$ cat config.mk
export PLATFORM = sky130hd
export DESIGN_NAME = uart_result_tx
export DESIGN_NICKNAME = d
export VERILOG_FILES = /design/src/rtl/uart_result_tx.sv
export SDC_FILE = /design/constraint.sdc
export NUM_CORES = 1
export LEC_CHECK = 0
export ABC_CLOCK_PERIOD_IN_PS = 2800
export CORE_UTILIZATION = 55
export DETAILED_ROUTE_END_ITERATION = 7
export PLACE_DENSITY = 0.83
export SYNTH_ARGS = -nofsm -noshare
export SYNTH_HDL_FRONTEND = slang
export SYNTH_SLANG_ARGS = --single-unit
$ cat constraint.sdc
create_clock -name CLK -period 2.8 [get_ports CLK]
set_clock_uncertainty 0.1 [all_clocks]
set_input_delay 0.7 -clock CLK [delete_from_list [all_inputs] [get_ports CLK]]
set_output_delay 0.7 -clock CLK [all_outputs]
set_load 0.05 [all_outputs]
$ cat src/rtl/uart_result_tx.sv
// Buffered 8N1 UART transmitter: valid/ready byte input into a small FIFO,
// serialized LSB-first on TXD with back-to-back frames while bytes remain queued.
module uart_result_tx #(
  parameter int CLKS_PER_BIT = 87,
  parameter int FIFO_DEPTH   = 8
) (
  input  logic                          CLK,
  input  logic                          RESET,
  input  logic [7:0]                    DATA_IN,
  input  logic                          DATA_VALID,
  output logic                          DATA_READY,
  output logic                          TXD,
  output logic                          BUSY,
  output logic [$clog2(FIFO_DEPTH):0]   FIFO_COUNT
);

  localparam int AW = $clog2(FIFO_DEPTH);
  localparam int BW = (CLKS_PER_BIT > 1) ? $clog2(CLKS_PER_BIT) : 1;
  localparam logic [AW:0]   DEPTH_C   = (AW+1)'(FIFO_DEPTH);
  localparam logic [BW-1:0] BAUD_LAST = BW'(CLKS_PER_BIT - 1);

  typedef enum logic [1:0] {
    S_IDLE,
    S_START,
    S_DATA,
    S_STOP
  } state_e;

  state_e          state_q, state_d;
  logic [BW-1:0]   baud_q, baud_d;
  logic [2:0]      bit_q, bit_d;
  logic [7:0]      shift_q, shift_d;
  logic            txd_q, txd_d;
  logic [AW-1:0]   wr_ptr_q, wr_ptr_d;
  logic [AW-1:0]   rd_ptr_q, rd_ptr_d;
  logic [AW:0]     count_q, count_d;
  logic [7:0]      mem_q [FIFO_DEPTH];

  logic push;
  logic pop;
  logic bit_end;

  assign DATA_READY = (count_q < DEPTH_C);
  assign push       = DATA_VALID & DATA_READY;
  assign bit_end    = (baud_q == BAUD_LAST);
  assign TXD        = txd_q;
  assign BUSY       = (state_q != S_IDLE) | (count_q != '0);
  assign FIFO_COUNT = count_q;

  // txd_d always carries the line level of the state being entered, so TXD is a clean flop.
  always_comb begin
    state_d = state_q;
    baud_d  = baud_q;
    bit_d   = bit_q;
    shift_d = shift_q;
    txd_d   = txd_q;
    pop     = 1'b0;
    unique case (state_q)
      S_IDLE: begin
        txd_d = 1'b1;
        if (count_q != '0) begin
          pop     = 1'b1;
          shift_d = mem_q[rd_ptr_q];
          baud_d  = '0;
          state_d = S_START;
          txd_d   = 1'b0;
        end
      end
      S_START: begin
        if (bit_end) begin
          baud_d  = '0;
          bit_d   = '0;
          state_d = S_DATA;
          txd_d   = shift_q[0];
        end else begin
          baud_d = baud_q + BW'(1);
        end
      end
      S_DATA: begin
        if (bit_end) begin
          baud_d  = '0;
          shift_d = {1'b0, shift_q[7:1]};
          if (bit_q == 3'd7) begin
            state_d = S_STOP;
            txd_d   = 1'b1;
          end else begin
            bit_d = bit_q + 3'd1;
            txd_d = shift_q[1];
          end
        end else begin
          baud_d = baud_q + BW'(1);
        end
      end
      S_STOP: begin
        if (bit_end) begin
          baud_d = '0;
          if (count_q != '0) begin
            pop     = 1'b1;
            shift_d = mem_q[rd_ptr_q];
            state_d = S_START;
            txd_d   = 1'b0;
          end else begin
            state_d = S_IDLE;
            txd_d   = 1'b1;
          end
        end else begin
          baud_d = baud_q + BW'(1);
        end
      end
      default: begin
        state_d = S_IDLE;
        txd_d   = 1'b1;
      end
    endcase
  end

  always_comb begin
    wr_ptr_d = push ? wr_ptr_q + AW'(1) : wr_ptr_q;
    rd_ptr_d = pop  ? rd_ptr_q + AW'(1) : rd_ptr_q;
    count_d  = count_q;
    unique case ({push, pop})
      2'b10:   count_d = count_q + (AW+1)'(1);
      2'b01:   count_d = count_q - (AW+1)'(1);
      default: count_d = count_q;
    endcase
  end

  always_ff @(posedge CLK) begin
    if (RESET) begin
      state_q  <= S_IDLE;
      baud_q   <= '0;
      bit_q    <= '0;
      shift_q  <= '0;
      txd_q    <= 1'b1;
      wr_ptr_q <= '0;
      rd_ptr_q <= '0;
      count_q  <= '0;
    end else begin
      state_q  <= state_d;
      baud_q   <= baud_d;
      bit_q    <= bit_d;
      shift_q  <= shift_d;
      txd_q    <= txd_d;
      wr_ptr_q <= wr_ptr_d;
      rd_ptr_q <= rd_ptr_d;
      count_q  <= count_d;
    end
  end

  always_ff @(posedge CLK) begin
    if (!RESET && push) begin
      mem_q[wr_ptr_q] <= DATA_IN;
    end
  end

endmodule

==> impl_metrics.py, run 1 <==
metrics = {
    "layout": {
        "antenna_cells": 0,
        "drive_above_1_share": 0.186,
        "final_core_util": 0.652,
        "synthToLayoutAreaGrowth_pct": 12.4,
        "nNetsFinal": 354,
        "fin_cells": 433,
        "layout_common_cells": "edfxtp_1 (64), dfxtp_1 (34), nor2_1 (21)",
        "layout_commonest_cell": "edfxtp_1",
    },
    "critical_path": {
        "cp_top_family": "simple AND/OR/NAND/NOR gates",
        "cp.required_ns": 2.00,
        "cp.arrival_ns": 1.87,
        "cp_max_fo": 9,
        "cp_cell_sequence": "or4_4 -> nor2_4 -> inv_1 -> buf_4",
        "cpPeakStageDelay_ns": 0.63,
        "worst-path-buf-inv": 2,
        "crit_path_start_kind": "register",
        "worstSetupPathType": "reg2out",
        "cpMaxStageDelayCell": "or4_4",
        "critical_path.endpoint_type": "primary output",
    },
    "synthesis": {
        "ys_warn_count": 0,
        "ys_ff_latch": 98,
        "syn_area_um2": 4280,
        "synthSimpleGateAreaFrac": 0.0969,
        "synth_fa_ha_area_frac": 0.0410,
        "synthCells": 300,
        "synthMuxAreaShare": 0.109,
        "synth_top_family_by_area": "multiplexers",
        "synthFlopType": "edfxtp_1",
        "synth_cell_types": 55,
        "yosys.area_share.xor_xnor": 0.0184,
        "synth_area_per_cell_um2": 14.3,
        "ys_async_sr_fraction": 0,
        "synth_compound_gate_area_share": 0.0954,
        "synth_edf_count": 64,
        "syn-num-nets": 325,
        "ys_seq_area_frac": 0.609,
    },
    "global_routing": {
        "grt_usage": 0.201,
        "antenna_found_initial": 0,
        "first_global_vias": 2568,
        "grt_pass1_wl_mm": 12.4,
        "grt_max_degree": 21,
        "grt-ovfl-total": 0,
    },
    "die": {
        "die_h_um": 90.2,
        "die_area_um2": 8130,
        "rows": 31,
        "fp.dieW_um": 90.2,
        "core_area_um2": 7370,
        "start_util": 0.580,
        "io_pins": 18,
    },
    "timing": {
        "drv_slew": 0,
        "timing.fmax_ghz": 0.374,
        "rsz0062_at_grt": "false",
        "tightest_slew_ns": 0.741,
        "fin_crit_sh": 0.955,
        "maxSlewHeadroom": 0.505,
        "setup_violations": 0,
        "hold_viol": 0,
        "post-route-min-period_ns": 2.67,
    },
    "flow_run": {
        "drv_cap": 0,
    },
    "route": {
        "first_iter_violations": 214,
        "first_pass_iters": 4,
        "vias_per_cell": 5.77,
        "wirelength_mm": 7.44,
        "vias": 2500,
        "drc": 0,
        "routedWlPerCell_um": 17.2,
        "postRouteAntennaNets": 0,
    },
    "cts": {
        "cts-root-buf": "clkbuf_8",
        "cts_buffer_depth": 2,
        "postCtsHoldBufs": 0,
        "cts_buffers": 9,
        "cts_tree": "done",
        "htree_levels": 3,
        "clk_latency_ns": 0.37,
        "post_cts_resized": 0,
        "cts_setup_buffers": 0,
        "cts.sinks": 98,
        "path_clk_slew_ns": 0.11,
    },
    "power_and_ir_drop": {
        "ir_drop_uv": 524,
        "power_density_nw_per_um2": 941,
        "p_leak_nw": 1.67,
    },
    "placement": {
        "place_inst": 417,
        "gp_congestion": 0.751,
        "io_buffers": 17,
        "dp_hpwl_mm": 4.95,
    },
    "outcome": {
        "outcome": "completed",
    },
    "min_path": {
        "hold_class": "reg2reg",
    },
}
-- cell usage after synthesis (5+ instances only) --
| cell type | number | area share |
|---|---|---|
| nor2_1 | 21 | 0.018 |
| dfxtp_1 | 34 | 0.16 |
| ha_1 | 14 | 0.041 |
| o22ai_1 | 8 | 0.012 |
| nand2b_1 | 11 | 0.016 |
| a22o_1 | 7 | 0.014 |
| a21oi_1 | 17 | 0.020 |
| mux4_2 | 16 | 0.084 |
| nor3_1 | 5 | 0.0059 |
| edfxtp_1 | 64 | 0.45 |
| mux2i_1 | 5 | 0.012 |
| nand2_1 | 7 | 0.0061 |
| clkbuf_1 | 7 | 0.0061 |
| xor2_1 | 8 | 0.016 |
| inv_1 | 15 | 0.013 |
-- registers in the layout, indices dropped and copies added, names as in the netlist, named ones only --
register,flops
FIFO_COUNT,4
TXD,1
baud_q,7
bit_q,3
mem_q,64
rd_ptr_q,3
shift_q,8
state_q,2
wr_ptr_q,3
-- tightest hold or removal path, stage by stage (launching register included) --
cell and delay, ns:
dfxtp_1 0.33, nand2b_1 0.06, a21oi_1 0.05
-- routing by layer --
layer | vias up | track usage | wire [µm]
li1 | 1198 | - | -
met1 | 1228 | 0.247 | 3120
met2 | 58 | 0.342 | 3770
met3 | 16 | 0.0508 | 410
met4 | 0 | 0.0780 | 143
met5 | - | 0 | 0
-- final timing paths --
path,startpoint,end,slack (ns),depth (start not counted)
setup / recovery,FIFO_COUNT[1]$_SDFFE_PP0P_,BUSY,0.13,4
hold / removal,bit_q[1]$_SDFFE_PP0P_,bit_q[1]$_SDFFE_PP0P_,0.38,2
setup reg to reg,baud_q[0]$_SDFFE_PP0N_,FIFO_COUNT[2]$_SDFFE_PP0P_,0.19,12
hold reg to reg,bit_q[1]$_SDFFE_PP0P_,bit_q[1]$_SDFFE_PP0P_,0.38,2
-- logic make-up after synthesis --
logic type / count (synthesis)
compound gates: 55
xor+xnor: 9
fa+ha+maj: 14
buf+inv: 28
flops: 98
mux: 26
simple gates: 70
-- final cells by class --
class | instances | area, µm²
sequential | 98 | 2600
fill | 526 | 2560
multi-input combinational | 174 | 1550
timing repair buffer | 31 | 273
clock buffer | 9 | 124
tap | 99 | 124
clock inverter | 7 | 76.3
inverter | 15 | 56.3
-- where the power goes --
part / switching [W] / internal (W) / total (W)
Sequential: 0.000151 / 0.00171 / 0.00186
Combinational: 0.000991 / 0.000775 / 0.00177
Clock: 0.000541 / 0.000357 / 0.000898
-- stage by stage --
step                      TNS [ns]  cell area [µm²]  setup WS [ns]  total power [W]  hold slack, ns
final                            0             4810          0.125          0.00452           0.379
after floorplan                  0             4280          0.172          0.00329           0.342
after global placement           0             4600         0.0586          0.00359           0.358
after global routing             0             4810         0.0201          0.00478           0.404
after detailed placement   -0.0265             4600        -0.0265          0.00364           0.365
after CTS                        0             4800          0.112          0.00454           0.387
Note: power is estimated with default switching activity, not from simulation.
==> run 2, diff against run 1 <==
--- a/config.mk
+++ b/config.mk
@@ -6,6 +6,7 @@
 export NUM_CORES = 1
 export LEC_CHECK = 0
 export ABC_CLOCK_PERIOD_IN_PS = 2800
+export CAP_MARGIN = 30
 export CORE_UTILIZATION = 55
 export DETAILED_ROUTE_END_ITERATION = 7
 export PLACE_DENSITY = 0.83
==> results of run 2 <==
The final DEF is identical to that of run 1; final timing and power are the same.
